### config.mk
export PLATFORM = sky130hd
export DESIGN_NAME = prog_loader_flat
export DESIGN_NICKNAME = d
export VERILOG_FILES = /design/src/rtl/prog_loader_pkg.sv /design/src/rtl/prog_loader_if.sv /design/src/rtl/prog_loader_word_assembler.sv /design/src/rtl/prog_loader.sv /design/src/flat_wrapper.sv
export SDC_FILE = /design/constraint.sdc
export NUM_CORES = 1
export LEC_CHECK = 0
export BUFFER_PORTS_ARGS = -buffer_cell sky130_fd_sc_hd__buf_2
export CORE_MARGIN = 2
export CORE_UTILIZATION = 49
export CTS_CLUSTER_DIAMETER = 80
export DETAILED_ROUTE_END_ITERATION = 10
export GPL_ROUTABILITY_DRIVEN = 0
export GPL_TIMING_DRIVEN = 0
export PLACE_DENSITY = 0.74
export SLEW_MARGIN = 10
export SYNTH_ARGS = -nofsm -noshare
export SYNTH_HDL_FRONTEND = slang
export SYNTH_HIERARCHICAL = 1
export SYNTH_SLANG_ARGS = --single-unit
### constraint.sdc
create_clock -name clk -period 2 [get_ports clk]
set_input_delay 0.2 -clock clk [delete_from_list [all_inputs] [get_ports clk]]
set_output_delay 0.2 -clock clk [all_outputs]
set_load 0.02 [all_outputs]
### src/rtl/prog_loader_pkg.sv
// Shared state encodings, framing constants and state-class helpers for the program loader.
// Encodings are plain 3-bit constants so netlists and older tools see fixed codes.
package prog_loader_pkg;

  localparam int BYTE_W         = 8;
  localparam int BYTES_PER_WORD = 2;
  localparam int WORD_W         = BYTE_W * BYTES_PER_WORD;

  localparam logic [2:0] S_IDLE = 3'd0;
  localparam logic [2:0] S_CNT  = 3'd1;
  localparam logic [2:0] S_HI   = 3'd2;
  localparam logic [2:0] S_LO   = 3'd3;
  localparam logic [2:0] S_WR   = 3'd4;
  localparam logic [2:0] S_CHK  = 3'd5;
  localparam logic [2:0] S_DONE = 3'd6;
  localparam logic [2:0] S_ERR  = 3'd7;

  function automatic logic takes_byte(input logic [2:0] st);
    return (st == S_CNT) || (st == S_HI) || (st == S_LO) || (st == S_CHK);
  endfunction

  function automatic logic in_frame(input logic [2:0] st);
    return takes_byte(st) || (st == S_WR);
  endfunction

  function automatic logic can_start(input logic [2:0] st);
    return (st == S_IDLE) || (st == S_DONE) || (st == S_ERR);
  endfunction

endpackage

### src/rtl/prog_loader_if.sv
// Byte-stream input (valid/ready) and instruction-memory write port of the program loader.
// master = loader side, slave = UART receiver / imem / testbench side.
interface prog_loader_if #(
  parameter int ADDR_W = 8,
  parameter int DATA_W = 16
);

  logic [7:0]        rx_data;
  logic              rx_valid;
  logic              rx_ready;
  logic [DATA_W-1:0] imem_data;
  logic [ADDR_W-1:0] imem_addr;
  logic              imem_we;

  modport master (
    input  rx_data, rx_valid,
    output rx_ready, imem_data, imem_addr, imem_we
  );

  modport slave (
    output rx_data, rx_valid,
    input  rx_ready, imem_data, imem_addr, imem_we
  );

endinterface

### src/rtl/prog_loader_word_assembler.sv
// Holds the high byte of the word in flight and a running XOR of every payload byte.
// word = {held high byte, current input byte}; valid when the input byte is the low byte.
module word_assembler
  import prog_loader_pkg::*;
(
  input  logic              clk,
  input  logic              rst_n,
  input  logic              clr,
  input  logic              hi_load,
  input  logic              lo_load,
  input  logic [BYTE_W-1:0] byte_in,
  output logic [WORD_W-1:0] word,
  output logic [BYTE_W-1:0] xsum
);

  logic [BYTE_W-1:0] hi_q;
  logic [BYTE_W-1:0] xsum_q;

  always_ff @(posedge clk or negedge rst_n) begin
    if (!rst_n) begin
      hi_q   <= '0;
      xsum_q <= '0;
    end else if (clr) begin
      xsum_q <= '0;
    end else begin
      if (hi_load) begin
        hi_q <= byte_in;
      end
      if (hi_load || lo_load) begin
        xsum_q <= xsum_q ^ byte_in;
      end
    end
  end

  assign word = {hi_q, byte_in};
  assign xsum = xsum_q;

endmodule

### src/rtl/prog_loader.sv
// Loads a framed byte stream (count, then hi/lo word pairs) into imem while holding the CPU.
// imem_we one cycle after each low byte; rx_ready low in IDLE/WR/DONE/ERR. LOADER_CHECKSUM_EN adds a trailing XOR byte check.
module prog_loader
  import prog_loader_pkg::*;
#(
  parameter int                ADDR_W    = 8,
  parameter int                DATA_W    = WORD_W,
  parameter logic [ADDR_W-1:0] BASE_ADDR = '0
) (
  input  logic              clk,
  input  logic              rst_n,
  input  logic              start,
  prog_loader_if.master     bus,
  output logic              cpu_hold,
  output logic              busy,
  output logic              done,
  output logic              error,
  output logic [ADDR_W:0]   words_loaded
);

  localparam logic [ADDR_W:0] FULL_LEN = {1'b1, {ADDR_W{1'b0}}};
  localparam logic [ADDR_W:0] ONE      = {{ADDR_W{1'b0}}, 1'b1};

  logic [2:0]        state;
  logic [2:0]        state_nxt;
  logic [ADDR_W:0]   frame_len;
  logic [ADDR_W:0]   wl_q;
  logic [ADDR_W:0]   wl_inc;
  logic              accept;
  logic              start_ok;
  logic              last_word;
  logic              hi_load;
  logic              lo_load;
  logic [WORD_W-1:0] asm_word;
  logic [BYTE_W-1:0] asm_xsum;
  logic [DATA_W-1:0] imem_data_q;
  logic [ADDR_W-1:0] imem_addr_q;
  logic              imem_we_q;

  assign accept    = bus.rx_valid && bus.rx_ready;
  assign start_ok  = start && can_start(state);
  assign wl_inc    = wl_q + ONE;
  assign last_word = (wl_inc == frame_len);
  assign hi_load   = accept && (state == S_HI);
  assign lo_load   = accept && (state == S_LO);

  word_assembler u_asm (
    .clk     (clk),
    .rst_n   (rst_n),
    .clr     (start_ok),
    .hi_load (hi_load),
    .lo_load (lo_load),
    .byte_in (bus.rx_data),
    .word    (asm_word),
    .xsum    (asm_xsum)
  );

`ifndef LOADER_CHECKSUM_EN
  logic unused_xsum;
  assign unused_xsum = ^asm_xsum;
`endif

  always_comb begin
    state_nxt = state;
    case (state)
      S_IDLE, S_DONE, S_ERR: if (start)  state_nxt = S_CNT;
      S_CNT:                 if (accept) state_nxt = S_HI;
      S_HI:                  if (accept) state_nxt = S_LO;
      S_LO:                  if (accept) state_nxt = S_WR;
      S_WR: begin
        if (!last_word) begin
          state_nxt = S_HI;
        end else begin
`ifdef LOADER_CHECKSUM_EN
          state_nxt = S_CHK;
`else
          state_nxt = S_DONE;
`endif
        end
      end
`ifdef LOADER_CHECKSUM_EN
      S_CHK: if (accept) state_nxt = (bus.rx_data == asm_xsum) ? S_DONE : S_ERR;
`endif
      default: state_nxt = S_IDLE;
    endcase
  end

  // imem outputs are registered at low-byte acceptance so they stay put until the next word.
  always_ff @(posedge clk or negedge rst_n) begin
    if (!rst_n) begin
      state       <= S_IDLE;
      frame_len   <= '0;
      wl_q        <= '0;
      imem_data_q <= '0;
      imem_addr_q <= '0;
      imem_we_q   <= 1'b0;
    end else begin
      state     <= state_nxt;
      imem_we_q <= 1'b0;
      if (start_ok) begin
        wl_q <= '0;
      end
      if (accept && (state == S_CNT)) begin
        frame_len <= (bus.rx_data == 8'h00) ? FULL_LEN : (ADDR_W+1)'(bus.rx_data);
      end
      if (lo_load) begin
        imem_we_q   <= 1'b1;
        imem_addr_q <= BASE_ADDR + wl_q[ADDR_W-1:0];
        imem_data_q <= asm_word;
      end
      if (state == S_WR) begin
        wl_q <= wl_inc;
      end
    end
  end

  assign bus.rx_ready  = takes_byte(state);
  assign bus.imem_data = imem_data_q;
  assign bus.imem_addr = imem_addr_q;
  assign bus.imem_we   = imem_we_q;

  assign busy         = in_frame(state);
  assign cpu_hold     = busy;
  assign done         = (state == S_DONE);
  assign error        = (state == S_ERR);
  assign words_loaded = wl_q;

endmodule
### src/flat_wrapper.sv
// flat-port wrapper written by rule: the top's interface ports become plain ports
module prog_loader_flat import prog_loader_pkg::*;
#(
  parameter int                ADDR_W    = 8,
  parameter int                DATA_W    = WORD_W,
  parameter logic [ADDR_W-1:0] BASE_ADDR = '0
)
  (clk, rst_n, start, cpu_hold, busy, done, error, words_loaded, bus_rx_data, bus_rx_valid, bus_rx_ready, bus_imem_data, bus_imem_addr, bus_imem_we);
  prog_loader_if #(.ADDR_W(ADDR_W), .DATA_W(DATA_W)) bus_i ();
  input  logic clk;
  input  logic rst_n;
  input  logic start;
  output logic cpu_hold;
  output logic busy;
  output logic done;
  output logic error;
  output logic [ADDR_W:0] words_loaded;
  input wire logic [$bits(bus_i.rx_data)-1:0] bus_rx_data;
  input wire logic [$bits(bus_i.rx_valid)-1:0] bus_rx_valid;
  output wire logic [$bits(bus_i.rx_ready)-1:0] bus_rx_ready;
  output wire logic [$bits(bus_i.imem_data)-1:0] bus_imem_data;
  output wire logic [$bits(bus_i.imem_addr)-1:0] bus_imem_addr;
  output wire logic [$bits(bus_i.imem_we)-1:0] bus_imem_we;
  assign bus_i.rx_data = bus_rx_data;
  assign bus_i.rx_valid = bus_rx_valid;
  assign bus_rx_ready = bus_i.rx_ready;
  assign bus_imem_data = bus_i.imem_data;
  assign bus_imem_addr = bus_i.imem_addr;
  assign bus_imem_we = bus_i.imem_we;
  prog_loader #(.ADDR_W(ADDR_W), .DATA_W(DATA_W), .BASE_ADDR(BASE_ADDR)) u_core (.clk(clk), .rst_n(rst_n), .start(start), .bus(bus_i), .cpu_hold(cpu_hold), .busy(busy), .done(done), .error(error), .words_loaded(words_loaded));
endmodule
==> metrics.csv, run 1 <==
metric,value,unit
status,completed,
CORE AREA,5107,um^2
most frequent cells in the layout,"dfrtp_1, buf_2, mux2_2",
biggest fanout along the worst timing path,10,
Synth Instances,217,
Post-CTS Setup Inserts,0,
CTS Buf Count,5,
vias,1808,
Critical-path top delay cell,dfrtp_1,
clk_lat worst skew,0.30,ns
starting DRC count in detailed routing,138,
CP endpoint kind,flop,
"delay-heaviest family, CP",simple AND/OR/NAND/NOR gates,
R2R Path End,u_core/u_asm/hi_q[5]$_DFFE_PN0P_,
Slew Limit Fails,0,
wire per inst,14.45,um
"most common cell after layout, fill and taps aside",dfrtp_1,
WP buf/inv,3,
R2R Path Start,u_core/state[0]$_DFFE_PN0P_,
Synth warnings,6,
"Cell Area, Synth",2590,um^2
Final Critical Period,1.857,ns
final hold vios,0,
first-pass GRT wire length,8404,um
Mapped Avg Cell Area,11.94,um^2
overall routing resource usage,0.1790,
fin area,3070,um^2
total gr overflow,0,
diode count,0,
final WL,5001,um
R2R cell count,8,
setup TNS,0,ns
Hold Path Sink,u_core/u_asm/hi_q[4]$_DFFE_PN0P_,
fmax,538.4,MHz
H-Tree Level Count,2,
maximum VDD drop,776.9,uV
max_slew headroom,0.5565,
cells along the critical path,"buf_4, nor2_2, nand2_2, clkbuf_4, and3_1, nand2b_1, buf_6, mux2_4",
CTS tree,built,
Initial Util,0.5071,
initial antenna violation count,0,
Port Buffers,50,
ratio of final minimum period to clock period,0.9286,
Avg Vias per Cell,5.225,
worst endpoint required time,2.20,ns
die height,76.70,um
Hold Path Origin,bus_rx_data[4],
CP Launch Type,flop,
multi-input logic area,1105,um^2
Die Wd,76.70,um
"antenna viol nets, final",0,
Die ar.,5883,um^2
PD cells,1403,nW/um^2
kind of critical path,reg -> reg,
critical path arrival,2.05,ns
drt pass-1 iters,4,
area growth from synthesis to layout,18.55,%
HPWL Detailed,3524,um
Worst Tran Pin Value,0.6653,ns
fraction of layout cells with a size suffix above 1,0.4674,
layout net count,288,
P_leak,1.521,nW
CTS max path bufs,2,
unrepaired setup endpoints after global routing,false,
row cnt,26,
CP peak stage delay,0.36,ns
clock transition at the registers of the reported paths,0.09,ns
Hold Crit Class,in -> reg,
Filler cells,443,
largest net degree at the start of global routing,55,
root buffer cell,clkbuf_8,
worst clock skew,0.007371,ns
FF+latch area,1353,um^2
Max-Cap Viols,0,
hold depth,2,
Worst path depth,8,
Reg2Reg Setup Slack,0.14,ns
DRC Markers,0,
placed cell area,2928,um^2
clk sinks,54,
syn nets,230,
final setup vio count,0,
Fin Hold WS,0.1676,ns
Ports,51,
number of global-route vias before repair,1721,
==> layer usage <==
layer	vias to the layer above	track usage	part of all wire
li1	863	-	-
met1	881	0.2469	0.46
met2	58	0.2877	0.48
met3	6	0.03765	0.049
met4	0	0.04909	0.011
met5	-	0	0
==> per-stage QoR <==
step	cells	worst slack [ns]	util	total power, mW
3_3_place_gp	337	-0.01053	0.5732	3.555
2_1_floorplan	217	0.2201	-	3.096
5_1_grt	346	0.02109	0.6012	4.582
4_1_cts	345	0.04369	0.5943	4.332
3_5_place_dp	337	-0.03007	0.5732	3.615
6_report	346	0.1428	0.6012	4.307
==> worst max path at each step <==
stage	from	end	slack [ns]
floorplan	u_core/state[0]$_DFFE_PN0P_	u_core/u_asm/hi_q[0]$_DFFE_PN0P_	0.22
global placement	u_core/state[0]$_DFFE_PN0P_	u_core/u_asm/hi_q[4]$_DFFE_PN0P_	-0.01
detailed placement	u_core/state[0]$_DFFE_PN0P_	u_core/u_asm/hi_q[1]$_DFFE_PN0P_	-0.03
CTS	u_core/state[0]$_DFFE_PN0P_	u_core/u_asm/hi_q[1]$_DFFE_PN0P_	0.04
global route	u_core/state[0]$_DFFE_PN0P_	u_core/u_asm/hi_q[5]$_DFFE_PN0P_	0.02
finish	u_core/state[0]$_DFFE_PN0P_	u_core/u_asm/hi_q[5]$_DFFE_PN0P_	0.14
==> final cells by class <==
| cell class | count | area share |
|---|---|---|
| clock buffer | 7 | 0.02486 |
| inverter | 5 | 0.006112 |
| multi-input combinational | 139 | 0.3598 |
| buffer | 19 | 0.04482 |
| clock inverter | 1 | 0.009780 |
| tap | 70 | 0.02852 |
| timing repair buffer | 51 | 0.08557 |
| sequential | 54 | 0.4405 |
==> report_power, final <==
group          switching, mW  internal (mW)  leakage [nW]
sequential             0.260           1.51         0.679
combinational          0.952          0.869         0.789
clock                  0.339          0.375        0.0524
==> flip-flops by register name, indices dropped and copies added, names as in the netlist <==
name,cells
u_core/u_asm/hi_q,8
u_core/bus.imem_we,1
u_core/words_loaded,9
u_core/state,3
u_core/bus.imem_addr,8
u_core/frame_len,9
u_core/bus.imem_data,16
==> repair_timing <==
item	4_1_cts	5_1_grt
hold buffers	0	1
gates resized for setup	1	9
hold endpoints to repair	0	54
setup endpoints to repair	9	10
Power figures use the tool's default switching activity.
==> run 2: changes to the inputs <==
--- a/config.mk
+++ b/config.mk
@@ -12,7 +12,7 @@
 export DETAILED_ROUTE_END_ITERATION = 10
 export GPL_ROUTABILITY_DRIVEN = 0
 export GPL_TIMING_DRIVEN = 0
-export PLACE_DENSITY = 0.74
+export PLACE_DENSITY_LB_ADDON = 0.05
 export SLEW_MARGIN = 10
 export SYNTH_ARGS = -nofsm -noshare
 export SYNTH_HDL_FRONTEND = slang
==> constraint.sdc (replaced) <==
create_clock -name clk -period 2.2 [get_ports clk]
set_input_delay 0.22 -clock clk [delete_from_list [all_inputs] [get_ports clk]]
set_output_delay 0.22 -clock clk [all_outputs]
set_load 0.02 [all_outputs]
==> metrics.csv, run 2 (synthesis gave the netlist of run 1 again) <==
metric,value,unit,change
largest net degree at the start of global routing,55,,unchanged
max_slew headroom,0.5546,,-0.001912
vias,1786,,-1.2%
CP endpoint kind,flop,,
PD cells,1257,nW/um^2,-10%
final WL,4854,um,-2.9%
Final Critical Period,1.980,ns,+0.1232 ns
area growth from synthesis to layout,17.44,%,
die height,76.70,um,unchanged
"antenna viol nets, final",0,,unchanged
HPWL Detailed,3499,um,-0.72%
root buffer cell,clkbuf_8,,
clk sinks,54,,unchanged
routed wl met3,199,um,-18%
number of global-route vias before repair,1721,,unchanged
max layer used,met4,,
Die ar.,5883,um^2,unchanged
starting DRC count in detailed routing,95,,-31%
final setup vio count,0,,unchanged
R2R cell count,6,,-2
diode count,0,,unchanged
Slew Limit Fails,0,,unchanged
R2R Path End,u_core/state[2]$_DFFE_PN0P_,,
final hold vios,0,,unchanged
Tot Pwr,3.823,mW,-11%
hold depth,3,,+1
critical path arrival,2.19,ns,+0.14 ns
most frequent cells in the layout,"dfrtp_1, buf_2, mux2_2",,
CTS max path bufs,2,,unchanged
Ports,51,,unchanged
placed cell area,2928,um^2,unchanged
"most common cell after layout, fill and taps aside",dfrtp_1,,
total gr overflow,0,,unchanged
Hold Path Sink,u_core/frame_len[5]$_DFFE_PN0P_,,
CORE AREA,5107,um^2,unchanged
Post-CTS Setup Inserts,0,,unchanged
P_leak,1.503,nW,-1.2%
Non-Filler Instances,346,,unchanged
fmax,504.9,MHz,-6.2%
setup TNS,0,ns,unchanged
DRC Markers,0,,unchanged
status,completed,,
number of flip-flops in the largest register,16,,unchanged
Hold Crit Class,in -> reg,,
Max-Cap Viols,0,,unchanged
fraction of layout cells with a size suffix above 1,0.4565,,-0.01087
wire per inst,14.03,um,-2.9%
Hold Path Origin,bus_rx_data[5],,
Reg2Reg Setup Slack,0.22,ns,+0.08 ns
kind of critical path,reg -> reg,,
layout net count,288,,unchanged
unrepaired setup endpoints after global routing,false,,
overall routing resource usage,0.1784,,-0.0005084
initial antenna violation count,0,,unchanged
biggest fanout along the worst timing path,8,,-2
clk_lat worst skew,0.30,ns,about the same
met2 routed WL,2234,um,-6.9%
CP Launch Type,flop,,
Initial Util,0.5071,,unchanged
Die Wd,76.70,um,unchanged
metal1 wirelength,2380,um,+3.3%
CTS Buf Count,5,,unchanged
fin area,3042,um^2,-0.94%
row cnt,26,,unchanged
maximum VDD drop,614.8,uV,-21%
H-Tree Level Count,2,,unchanged
post-placement cell count,337,,unchanged
worst clock skew,0.006536,ns,-0.0008355 ns
worst endpoint required time,2.40,ns,+0.20 ns
Port Buffers,50,,unchanged
clock transition at the registers of the reported paths,0.10,ns,about the same
drt pass-1 iters,4,,unchanged
CTS tree,built,,
first-pass GRT wire length,8480,um,+0.90%
R2R Path Start,u_core/words_loaded[0]$_DFFE_PN0P_,,
Worst Tran Pin Value,0.6682,ns,+0.002868 ns
ratio of final minimum period to clock period,0.9002,,-0.02840
Avg Vias per Cell,5.162,,-1.2%
run 2: final cells by class:
| cell class | count | area, um^2 |
|---|---|---|
| Fill cell | 485 | 2066 |
| Buffer | 19 | 135.1 |
| Tap cell | 70 | 87.58 |
| Timing Repair Buffer | 51 | 262.8 |
| Sequential cell | 54 | 1351 |
| Inverter | 5 | 18.77 |
| Clock inverter | 2 | 17.52 |
| Clock buffer | 6 | 82.58 |
| Multi-Input combinational cell | 139 | 1086 |
run 2: worst max path at each step:
stage	start	to	slack [ns]	depth (start not counted)
global placement	u_core/state[2]$_DFFE_PN0P_	u_core/u_asm/hi_q[0]$_DFFE_PN0P_	0.15	7
CTS	u_core/state[2]$_DFFE_PN0P_	cpu_hold	0.14	6
detailed placement	u_core/state[2]$_DFFE_PN0P_	u_core/u_asm/hi_q[0]$_DFFE_PN0P_	0.16	7
floorplan	u_core/state[0]$_DFFE_PN0P_	u_core/u_asm/hi_q[0]$_DFFE_PN0P_	0.42	8
global route	u_core/words_loaded[0]$_DFFE_PN0P_	u_core/state[2]$_DFFE_PN0P_	0.03	6
finish	u_core/words_loaded[0]$_DFFE_PN0P_	u_core/state[2]$_DFFE_PN0P_	0.22	6
run 2: per-layer routing:
| layer | GRT usage | vias up |
|---|---|---|
| li1 | - | 867 |
| met1 | 0.2656 | 871 |
| met2 | 0.2684 | 41 |
| met3 | 0.04000 | 7 |
| met4 | 0.03818 | 0 |
| met5 | 0 | - |
run 2: repair_timing:
item                                    CTS  global route
gates resized for setup                   0             2
hold buffers                              0             1
endpoints found under the setup margin    0             1
endpoints found under the hold margin     0            17
run 2: critical path: stages (launching register included):
cell	delay (ns)
dfrtp_1	0.51
ha_1	0.30
nand3_1	0.22
nor3_2	0.33
xnor2_1	0.15
nand4_1	0.11
a221oi_2	0.26
run 2: metrics by stage:
step | hold slack, ns | worst slack, ns | utilization
3_3_place_gp | 0.4613 | 0.1539 | 0.5732
4_1_cts | 0.1634 | 0.1405 | 0.5928
5_1_grt | 0.1763 | 0.03412 | 0.5955
2_1_floorplan | -0.07559 | 0.4201 | -
6_report | 0.1744 | 0.2195 | 0.5955
3_5_place_dp | 0.4664 | 0.1615 | 0.5732
run 2: where the power goes:
part           total (mW)  switching, mW  internal [mW]  leakage, nW
sequential           1.60          0.227           1.37        0.681
combinational        1.64          0.855          0.787        0.771
clock               0.582          0.323          0.260       0.0514
==> run 3: changes to the inputs <==
--- a/config.mk
+++ b/config.mk
@@ -5,6 +5,7 @@
 export SDC_FILE = /design/constraint.sdc
 export NUM_CORES = 1
 export LEC_CHECK = 0
+export ABC_AREA = 0
 export BUFFER_PORTS_ARGS = -buffer_cell sky130_fd_sc_hd__buf_2
 export CORE_MARGIN = 2
 export CORE_UTILIZATION = 49
@@ -12,7 +13,7 @@
 export DETAILED_ROUTE_END_ITERATION = 10
 export GPL_ROUTABILITY_DRIVEN = 0
 export GPL_TIMING_DRIVEN = 0
-export PLACE_DENSITY_LB_ADDON = 0.05
+export PLACE_DENSITY = 0.7
 export SLEW_MARGIN = 10
 export SYNTH_ARGS = -nofsm -noshare
 export SYNTH_HDL_FRONTEND = slang
==> metrics.csv, run 3 (synthesis gave the netlist of run 1 again) <==
metric,value,unit,change
die height,76.70,um,unchanged
H-Tree Level Count,2,,unchanged
max_slew headroom,0.5348,,-0.01975
clock group share of total power,0.151,,about the same
CP Launch Type,flop,,
slack of the critical path,0.2471,ns,+0.02752 ns
biggest fanout along the worst timing path,10,,+2
CTS tree,built,,
area growth from synthesis to layout,17.25,%,
CP peak stage delay,0.36,ns,-0.15 ns
CORE AREA,5107,um^2,unchanged
met2 usage in global routing,0.2658,,-0.002632
layout net count,288,,unchanged
Ports,51,,unchanged
drt pass-1 iters,4,,unchanged
Non-Filler Instances,346,,unchanged
fmax,512.0,MHz,+1.4%
busiest grt layer,met2,,
diode count,0,,unchanged
Layout Utilization,0.5946,,-0.0009800
internal power,2.421,mW,about the same
P_leak,1.501,nW,-0.17%
"antenna viol nets, final",0,,unchanged
CTS max path bufs,2,,unchanged
Port Buffers,50,,unchanged
PD cells,1262,nW/um^2,+0.43%
total gr overflow,0,,unchanged
worst clock skew,0.009657,ns,+0.003121 ns
M1 GR Usage,0.2602,,-0.005420
switching pwr,1.413,mW,+0.57%
CP endpoint kind,flop,,
final hold vios,0,,unchanged
sequential power share,0.420,,+0.002
first-pass GRT wire length,8390,um,-1.1%
Worst Tran Pin Value,0.6978,ns,+0.02962 ns
CTS Buf Count,5,,unchanged
root buffer cell,clkbuf_8,,
clk sinks,54,,unchanged
Hold Crit Class,in -> reg,,
final setup vio count,0,,unchanged
wire per inst,14.27,um,+1.7%
number of global-route vias before repair,1624,,-5.6%
kind of critical path,reg -> reg,,
Post-CTS Setup Inserts,0,,unchanged
Die ar.,5883,um^2,unchanged
Critical-path top delay cell,dfrtp_1,,
maximum VDD drop,644.2,uV,+4.8%
setup TNS,0,ns,unchanged
clock transition at the registers of the reported paths,0.10,ns,about the same
cells along the critical path,"buf_4, nor2_1, nand2_1, clkbuf_2, and3_1, nand2b_1, buf_6, mux2_4",,
Setup WS pre-CTS,0.1608,ns,-0.0006930 ns
vias,1777,,-0.50%
status,completed,,
HPWL Detailed,3539,um,+1.1%
overall routing resource usage,0.1796,,+0.001199
GRT met3 Usage,0.04353,,+0.003529
fraction of layout cells with a size suffix above 1,0.4529,,-0.003623
starting DRC count in detailed routing,105,,+11%
number of flip-flops in the largest register,16,,unchanged
worst endpoint required time,2.40,ns,about the same
Final Critical Period,1.953,ns,-0.02752 ns
combinational share of power,0.430,,about the same
Sw Share,0.3685,,+0.001108
most frequent cells in the layout,"dfrtp_1, buf_2, mux2_2",,
Initial Util,0.5071,,unchanged
"most common cell after layout, fill and taps aside",dfrtp_1,,
WP buf/inv,3,,+3
Max-Cap Viols,0,,unchanged
largest net degree at the start of global routing,55,,unchanged
Die Wd,76.70,um,unchanged
initial antenna violation count,0,,unchanged
Slew Limit Fails,0,,unchanged
final WL,4938,um,+1.7%
placed cell area,2928,um^2,unchanged
critical path arrival,2.15,ns,-0.04 ns
DRC Markers,0,,unchanged
row cnt,26,,unchanged
post-placement cell count,337,,unchanged
unrepaired setup endpoints after global routing,false,,
ratio of final minimum period to clock period,0.8877,,-0.01251
Avg Vias per Cell,5.136,,-0.50%
"delay-heaviest family, CP",simple AND/OR/NAND/NOR gates,,
fin area,3037,um^2,-0.16%
clk_lat worst skew,0.31,ns,about the same
-- run 3: area by class of cell --
cell class | instances | area [um^2]
Fill cell | 453 | 2071
Timing Repair Buffer | 51 | 262.8
Clock inverter | 1 | 8.758
Tap cell | 70 | 87.58
Inverter | 5 | 18.77
Clock buffer | 7 | 86.33
Multi-Input combinational cell | 139 | 1086
Sequential cell | 54 | 1351
Buffer | 19 | 135.1
-- run 3: what timing repair did --
| item | 4_1_cts | 5_1_grt |
|---|---|---|
| endpoints found under the hold margin | 0 | 35 |
| setup endpoints to repair | 0 | 1 |
| hold buffers | 0 | 1 |
| resized for setup | 0 | 2 |
-- run 3: worst reg2reg max path, delay by kind of cell, from the launching register on --
kind                   cells  cell delay, ns
buffers and inverters      3            0.56
flip-flops                 1            0.36
multiplexers               1            0.30
AND/OR/NAND/NOR            4            0.63
-- run 3: power by group through the flow --
stage	clock, mW	sequential (mW)	combinational [mW]
2_1_floorplan	0	1.84	0.975
3_3_place_gp	0	1.61	1.63
3_5_place_dp	0	1.63	1.66
4_1_cts	0.595	1.61	1.66
5_1_grt	0.634	1.67	1.78
6_report	0.578	1.61	1.65
-- run 3: metal layers --
| metal | wire (um) | part of all wire |
|---|---|---|
| met5 | 0 | 0 |
| met4 | 70 | 0.014 |
| met3 | 244 | 0.049 |
| met2 | 2266 | 0.46 |
| met1 | 2356 | 0.48 |
-- run 3: stage by stage --
step | hold WS, ns | total power [mW]
6_report | 0.1827 | 3.833
5_1_grt | 0.1852 | 4.083
4_1_cts | 0.1687 | 3.868
3_5_place_dp | 0.4656 | 3.290
3_3_place_gp | 0.4597 | 3.242
2_1_floorplan | -0.07559 | 2.814
-- run 3: worst paths after layout --
path / start / to / slack [ns] / cells after the start
worst max-delay path: u_core/state[0]$_DFFE_PN0P_ / u_core/u_asm/hi_q[6]$_DFFE_PN0P_ / 0.25 / 8
worst min-delay path: bus_rx_data[2] / u_core/u_asm/hi_q[2]$_DFFE_PN0P_ / 0.18 / 2
worst max register to register: u_core/state[0]$_DFFE_PN0P_ / u_core/u_asm/hi_q[6]$_DFFE_PN0P_ / 0.25 / 8
worst min register to register: u_core/bus.imem_addr[6]$_DFFE_PN0P_ / u_core/bus.imem_addr[6]$_DFFE_PN0P_ / 0.48 / 2
max in group asynchronous: rst_n / u_core/state[0]$_DFFE_PN0P_ / 1.28 / 2
min in group asynchronous: rst_n / u_core/bus.imem_data[4]$_DFFE_PN0P_ / 0.48 / 2
